$ cat src/rtl/ex_mem_stage_skid.sv
// EX/MEM pipeline stage with a 2-entry skid buffer, valid/ready handshake and
// synchronous flush. All outputs come straight from flops; in_ready never depends on out_ready.
module ex_mem_stage_skid #(
    parameter int unsigned                XLEN     = 32,
    parameter int unsigned                RADDR_W  = 5,
    parameter int unsigned                CTRL_W   = 6,
    parameter logic [RADDR_W-1:0]         RD_RESET = '1
) (
    input  logic                clk,
    input  logic                reset,
    input  logic                flush,
    input  logic                in_valid,
    output logic                in_ready,
    input  logic [XLEN-1:0]     in_pc,
    input  logic [XLEN-1:0]     in_alu,
    input  logic [XLEN-1:0]     in_store,
    input  logic [RADDR_W-1:0]  in_rd,
    input  logic [CTRL_W-1:0]   in_ctrl,
    output logic                out_valid,
    input  logic                out_ready,
    output logic [XLEN-1:0]     out_pc,
    output logic [XLEN-1:0]     out_alu,
    output logic [XLEN-1:0]     out_store,
    output logic [RADDR_W-1:0]  out_rd,
    output logic [CTRL_W-1:0]   out_ctrl,
    output logic [1:0]          occupancy
);

    typedef enum logic [1:0] {
        EMPTY = 2'd0,
        ONE   = 2'd1,
        TWO   = 2'd2
    } state_t;

    state_t state, state_nxt;

    logic main_ld_in;
    logic main_ld_skid;
    logic skid_ld;

    logic [XLEN-1:0]    skid_pc;
    logic [XLEN-1:0]    skid_alu;
    logic [XLEN-1:0]    skid_store;
    logic [RADDR_W-1:0] skid_rd;
    logic [CTRL_W-1:0]  skid_ctrl;

    // State register plus registered handshake/occupancy decoded from next state
    always_ff @(posedge clk or negedge reset) begin
        if (!reset) begin
            state     <= EMPTY;
            out_valid <= 1'b0;
            in_ready  <= 1'b1;
            occupancy <= 2'd0;
        end else begin
            state     <= state_nxt;
            out_valid <= (state_nxt != EMPTY);
            in_ready  <= (state_nxt != TWO);
            occupancy <= 2'(state_nxt);
        end
    end

    // Next-state and load selects; flush overrides everything
    always_comb begin
        state_nxt    = state;
        main_ld_in   = 1'b0;
        main_ld_skid = 1'b0;
        skid_ld      = 1'b0;
        case (state)
            EMPTY: begin
                if (in_valid) begin
                    state_nxt  = ONE;
                    main_ld_in = 1'b1;
                end
            end
            ONE: begin
                if (in_valid && out_ready) begin
                    main_ld_in = 1'b1;
                end else if (in_valid) begin
                    state_nxt = TWO;
                    skid_ld   = 1'b1;
                end else if (out_ready) begin
                    state_nxt = EMPTY;
                end
            end
            TWO: begin
                if (out_ready) begin
                    state_nxt    = ONE;
                    main_ld_skid = 1'b1;
                end
            end
            default: begin
                state_nxt = EMPTY;
            end
        endcase
        if (flush) begin
            state_nxt    = EMPTY;
            main_ld_in   = 1'b0;
            main_ld_skid = 1'b0;
            skid_ld      = 1'b0;
        end
    end

    // Main (output) register; ctrl is cleared whenever the stage goes empty so bubbles are inert
    always_ff @(posedge clk or negedge reset) begin
        if (!reset) begin
            out_pc    <= '0;
            out_alu   <= '0;
            out_store <= '0;
            out_rd    <= RD_RESET;
            out_ctrl  <= '0;
        end else begin
            if (main_ld_in) begin
                out_pc    <= in_pc;
                out_alu   <= in_alu;
                out_store <= in_store;
                out_rd    <= in_rd;
                out_ctrl  <= in_ctrl;
            end else if (main_ld_skid) begin
                out_pc    <= skid_pc;
                out_alu   <= skid_alu;
                out_store <= skid_store;
                out_rd    <= skid_rd;
                out_ctrl  <= skid_ctrl;
            end
            if (flush) begin
                out_rd   <= RD_RESET;
                out_ctrl <= '0;
            end else if (state_nxt == EMPTY) begin
                out_ctrl <= '0;
            end
        end
    end

    // Skid register holds the second entry while MEM stalls
    always_ff @(posedge clk or negedge reset) begin
        if (!reset) begin
            skid_pc    <= '0;
            skid_alu   <= '0;
            skid_store <= '0;
            skid_rd    <= RD_RESET;
            skid_ctrl  <= '0;
        end else if (flush) begin
            skid_rd    <= RD_RESET;
            skid_ctrl  <= '0;
        end else if (skid_ld) begin
            skid_pc    <= in_pc;
            skid_alu   <= in_alu;
            skid_store <= in_store;
            skid_rd    <= in_rd;
            skid_ctrl  <= in_ctrl;
        end
    end

endmodule

$ cat config.mk
export PLATFORM = sky130hd
export DESIGN_NAME = ex_mem_stage_skid
export DESIGN_NICKNAME = d
export VERILOG_FILES = /design/src/rtl/ex_mem_stage_skid.sv
export SDC_FILE = /design/constraint.sdc
export NUM_CORES = 1
export LEC_CHECK = 0
export ABC_CLOCK_PERIOD_IN_PS = 3000
export CORE_ASPECT_RATIO = 1.4
export CORE_MARGIN = 2
export CORE_UTILIZATION = 54
export CTS_CLUSTER_DIAMETER = 40
export DETAILED_ROUTE_END_ITERATION = 16
export HOLD_SLACK_MARGIN = 0.06
export PLACE_DENSITY = 0.91
export SETUP_SLACK_MARGIN = 0.1
export SYNTH_ARGS = -nofsm -noshare
export SYNTH_HDL_FRONTEND = slang
export SYNTH_SLANG_ARGS = --single-unit
$ cat constraint.sdc
create_clock -name clk -period 3 [get_ports clk]
set_input_delay 0.45 -clock clk [delete_from_list [all_inputs] [get_ports clk]]
set_output_delay 0.45 -clock clk [all_outputs]
set_load 0.03 [all_outputs]
# After elaboration in Yosys (flattened, before gate mapping)
# Cells that the tools add are included.
dict set report word_totals {
  out_inout_bits 111
  in_bits 112
  word_cells 60
  reg_bits 218
}
dict set report classes {
  n_reduce_logical 9
  n_mux 34
  eq_ne 3
  bitwise_logic 1
}
# operator count
set ops {}
lappend ops {{32-bit two-way mux} 6}
lappend ops {{6-bit two-way mux} 6}
lappend ops {{5-bit two-way mux} 5}
lappend ops {{2-bit two-way mux} 6}
lappend ops {{1-bit two-way mux} 9}
lappend ops {{2-bit case mux with 3 select lines} 1}
lappend ops {{2-bit nonzero test} 3}
lappend ops {{2-bit zero test} 2}
lappend ops {{4-bit nonzero test} 1}
lappend ops {{3-bit nonzero test} 1}
lappend ops {{2-bit by 1-bit == test with 1-bit output, second input constant} 1}
lappend ops {{2-bit == test, second input constant} 1}
lappend ops {{2-bit != test, second input constant} 1}
lappend ops {{1-bit case mux with 2 select lines} 1}
lappend ops {{2-bit AND reduction} 1}
lappend ops {{1-bit logical AND} 1}
lappend ops {{1-bit NOT} 1}

# Longest topological paths before layout
dict set report depth {
  depth_word 8
  depth_mapped 8
  ltp_nobuf 4
}

# Worst setup path after synthesis
# OpenSTA, ideal clock, no wires.
dict set report synth_path {
  path_type {register to register}
  start {reg state[1]}
  end {reg out_alu[19]}
  setup_slack_ns 0.942
  n_path_buf 4
  arrival_ns 1.935
  path_stages_with_launch 8
  required_ns 2.877
  synth_period_minus_slack_ns 2.058
  setup_time_ns 0.123
  cell_sequence {dfrtp_1 buf_2 or3_1 buf_2 or2_1 buf_6 buf_6 o221a_1}
}
dict set report synth_via {
  elab_chain_cells 4
  elab_cells_between_ends 9
  cone_classes {2 x eq/ne; 5 x mux; 2 x reduce/logical}
}
# item line
set synth_lines {}
lappend synth_lines {{start: declaration} 35} ;# state_t state, state_nxt;
lappend synth_lines {{start signal: assignment} 55} ;# state <= state_nxt;
lappend synth_lines {{2-bit by 1-bit == test with 1-bit output, or another cell as far along} 68} ;# case (state)
lappend synth_lines {{1-bit case mux with 2 select lines / 1-bit two-way mux (equally long branches)} 68}
lappend synth_lines {{1-bit two-way mux} 95} ;# if (flush) begin
lappend synth_lines {{32-bit two-way mux / 2-bit nonzero test (equally long branches)} -}
lappend synth_lines {{end signal: assignment} 114} ;# out_alu <= in_alu;
lappend synth_lines {{end signal: assignment} 120} ;# out_alu <= skid_alu;
lappend synth_lines {{end: declaration} 22} ;# output logic [XLEN-1:0] out_alu,
# Parallel ways exist; a longest one is shown, timed or not.
# A chain may end at the register's enable or synchronous reset.

# Worst setup path in the final report
dict set report layout_path {
  start {reg state[0]}
  end {reg out_store[20]}
}
dict set report layout_via {
  elab_chain_cells 4
  elab_cells_between_ends 9
  cone_classes {2 x eq/ne; 5 x mux; 2 x reduce/logical}
}
# item line
set layout_lines {}
lappend layout_lines {{2-bit by 1-bit == test with 1-bit output, or another cell as far along} 68}
lappend layout_lines {{1-bit case mux with 2 select lines / 1-bit two-way mux (equally long branches)} 68}
lappend layout_lines {{1-bit two-way mux} 95}
lappend layout_lines {{32-bit two-way mux / 2-bit nonzero test (equally long branches)} -}
lappend layout_lines {{end signal: assignment} 115} ;# out_store <= in_store;
lappend layout_lines {{end signal: assignment} 121} ;# out_store <= skid_store;
lappend layout_lines {{end: declaration} 23} ;# output logic [XLEN-1:0] out_store,
# Parallel ways exist; a longest one is shown, timed or not.

==> impl_metrics.json <==
{
  "syn_to_final_growth_pct": 34.9,
  "grt_pass1_wl_um": 39200,
  "yosysTopAreaCell": "dfrtp_1",
  "drt-total-wl_um": 24400,
  "cts_made_buffers": 25,
  "cts_tree": "yes",
  "grt_max_degree": 97,
  "routabilityCongestion": 0.779,
  "slew_headroom_pct": 22.8,
  "hold_path.class": "in2async",
  "wl_per_cell_um": 19.5,
  "timing.rr.end": "out_store[20]$_DFFE_PN0P_",
  "clock_latency_ps": 500,
  "die_w_um": 114,
  "layout_common_cells": "288 x nand2_1, 220 x clkdlybuf4s50_1, 207 x dfrtp_1",
  "ys.flop_type": "dfrtp_1",
  "cts_hold_buf": 1,
  "finalMaxSlewViolations": 0,
  "postCtsSetupBuffers": 0,
  "layout_min_cycle_time_ps": 2240,
  "worstReg2RegStart": "state[0]$_DFF_PN0_",
  "crit_type": "reg2reg",
  "synth.ff_latch_count": 218,
  "required_ps": 3380,
  "worst_pin_slew_ps": 1160,
  "layout-drive-gt1-share_pct": 10.0,
  "syn-num-nets": 947,
  "firstDrtPassIters": 5,
  "start_util_pct": 55.0,
  "clkTransAtPathRegs_ps": 70,
  "fmax_ghz": 0.447,
  "cts_max_level": 1,
  "antenna_cells": 0,
  "power.leakage_nw": 5.51,
  "finalPower_mw": 9.17,
  "place_ws_ps": 354,
  "fin_ws_ps": 765,
  "port-buffer-count": 222,
  "yosys_warnings": 0,
  "via_per_inst": 5.90,
  "die-area_mm2": 0.0181,
  "post-dp-hpwl_um": 15000,
  "timing.final.crit_share_pct": 74.5,
  "powerDensity_mw_per_mm2": 741,
  "synth_top_area_share_pct": 56.5,
  "fin_util_pct": 74.2,
  "worstPathArrival_ps": 2620,
  "coreArea_mm2": 0.0167,
  "worstPathMaxFanout": 56,
  "yosys-top-cells-area": "dfrtp_1 56%, nand2_1 12%, o221a_1 9.3%",
  "yosysSeqAreaShare_pct": 59.6,
  "grt_pass1_vias": 7637,
  "die_h_um": 158,
  "fill_cells": 1105,
  "cts_root_buf": "clkbuf_16",
  "syn_area_mm2": 0.00917,
  "skew_ps": 16.6,
  "postSynth.asyncResetShare_pct": 100,
  "mostFrequentLayoutCell": "nand2_1",
  "hold_viol": 0,
  "rr_worst_depth": 5,
  "clkSinkCount": 218,
  "nets": 1143,
  "num_io_pins": 223,
  "antenna_found_initial": 0,
  "rsz0062_at_grt": "false",
  "synth-edff-count": 0,
  "synthCells": 835,
  "start_kind": "register",
  "cts_resized": 0,
  "fin_tns_setup_ps": 0,
  "ir_drop_uv": 535,
  "grt_overflow": 0,
  "drt_iter0_drc": 595,
  "vias": 7389,
  "grt_usage_pct": 27.0,
  "yosysUniqueCellTypes": 31,
  "status": "complete, no violations",
  "r2r_slack_ps": 760,
  "drtAntennaViolNets": 0,
  "end_kind": "register",
  "drc": 0,
  "avgSynthCellArea_um2": 11.0,
  "num_rows": 56,
  "cts_buffer_depth": 3,
  "maxCapViolCount": 0,
  "setup_viol": 0
}
==> worst max-delay path by stage <==
stage | startpoint | to | slack (ps) | cells after the start
floorplan | state[1]$_DFF_PN0_ | out_alu[19]$_DFFE_PN0P_ | 940 | 7
global placement | in_valid | out_store[11]$_DFFE_PN0P_ | 370 | 6
detailed placement | in_valid | out_store[11]$_DFFE_PN0P_ | 350 | 6
CTS | state[1]$_DFF_PN0_ | occupancy[1] | 770 | 1
global route | state[0]$_DFF_PN0_ | out_store[29]$_DFFE_PN0P_ | 700 | 5
finish | state[0]$_DFF_PN0_ | out_store[20]$_DFFE_PN0P_ | 760 | 5
==> synthesized netlist by cell type, types with 2 or more instances <==
cell        n
or3_1       2
o221a_2    20
nand2b_1    6
or2_1       3
a22oi_1     6
dfstp_2    11
o221a_1    76
buf_2       6
inv_1       7
nand2_1   288
buf_6       9
a22o_1      6
o21ai_1     6
nor2_1      4
o21bai_1   97
buf_1       3
xnor2_1     2
o22a_1      5
dfrtp_1   207
clkbuf_1   51
nor3_1      2
mux2i_1     5
mux2_2      5
==> power by group <==
part	switching, mW	leakage [nW]	internal [mW]
sequential	0.348	2.60	3.53
clock	1.26	0.421	1.84
combinational	1.17	2.49	1.02
total	2.78	5.51	6.39
==> per-layer routing <==
| layer | GRT usage, % | part of all wire [%] | wire [µm] | vias up |
|---|---|---|---|---|
| met4 | 10.9 | 3.7 | 896 | 0 |
| met1 | 34.1 | 39 | 9520 | 3707 |
| met3 | 5.05 | 6.3 | 1530 | 59 |
| met2 | 46.0 | 51 | 12400 | 312 |
| met5 | 0 | 0 | 0 | - |
| li1 | - | - | - | 3311 |
==> area by class of cell <==
| type | count | area [µm²] | area share (%) |
|---|---|---|---|
| well taps | 203 | 254 | 2.05 |
| multi-input cells | 540 | 3350 | 27.1 |
| flip-flops and latches | 218 | 5470 | 44.2 |
| clock buffers | 30 | 684 | 5.53 |
| inverters | 8 | 30.0 | 0.243 |
| clock inverters | 15 | 170 | 1.38 |
| repair buffers | 238 | 2410 | 19.5 |
==> flip-flops by register name, indices dropped and copies added (netlist names) <==
name / count
out_rd: 5
state: 2
skid_rd: 5
skid_alu: 32
skid_pc: 32
out_valid: 1
in_ready: 1
skid_store: 32
out_alu: 32
out_store: 32
skid_ctrl: 6
out_pc: 32
out_ctrl: 6
==> critical path, cell delays in order (launching register included) <==
cell	delay, ps
dfrtp_1	450
nor2b_2	210
or3_1	450
or2_4	280
buf_4	310
o221a_1	360
==> cell families (layout without fill, tap and decap cells) <==
logic type | count (synthesis) | in the layout | synth area share, %
buf+inv | 77 | 291 | 3.97
mux | 10 | 10 | 1.16
xor+xnor | 2 | 2 | 0.191
flops | 218 | 218 | 59.6
simple gates | 308 | 308 | 13.1
compound gates | 220 | 220 | 21.9
==> through the flow <==
step	instances	cell area, µm²	hold slack, ps
after global routing	1252	12400	498
after global placement	1206	11500	457
after detailed placement	1206	11500	460
after CTS	1252	12400	479
final	1252	12400	475
after floorplan	835	9170	154
Note: power is estimated with default switching activity, not from simulation.
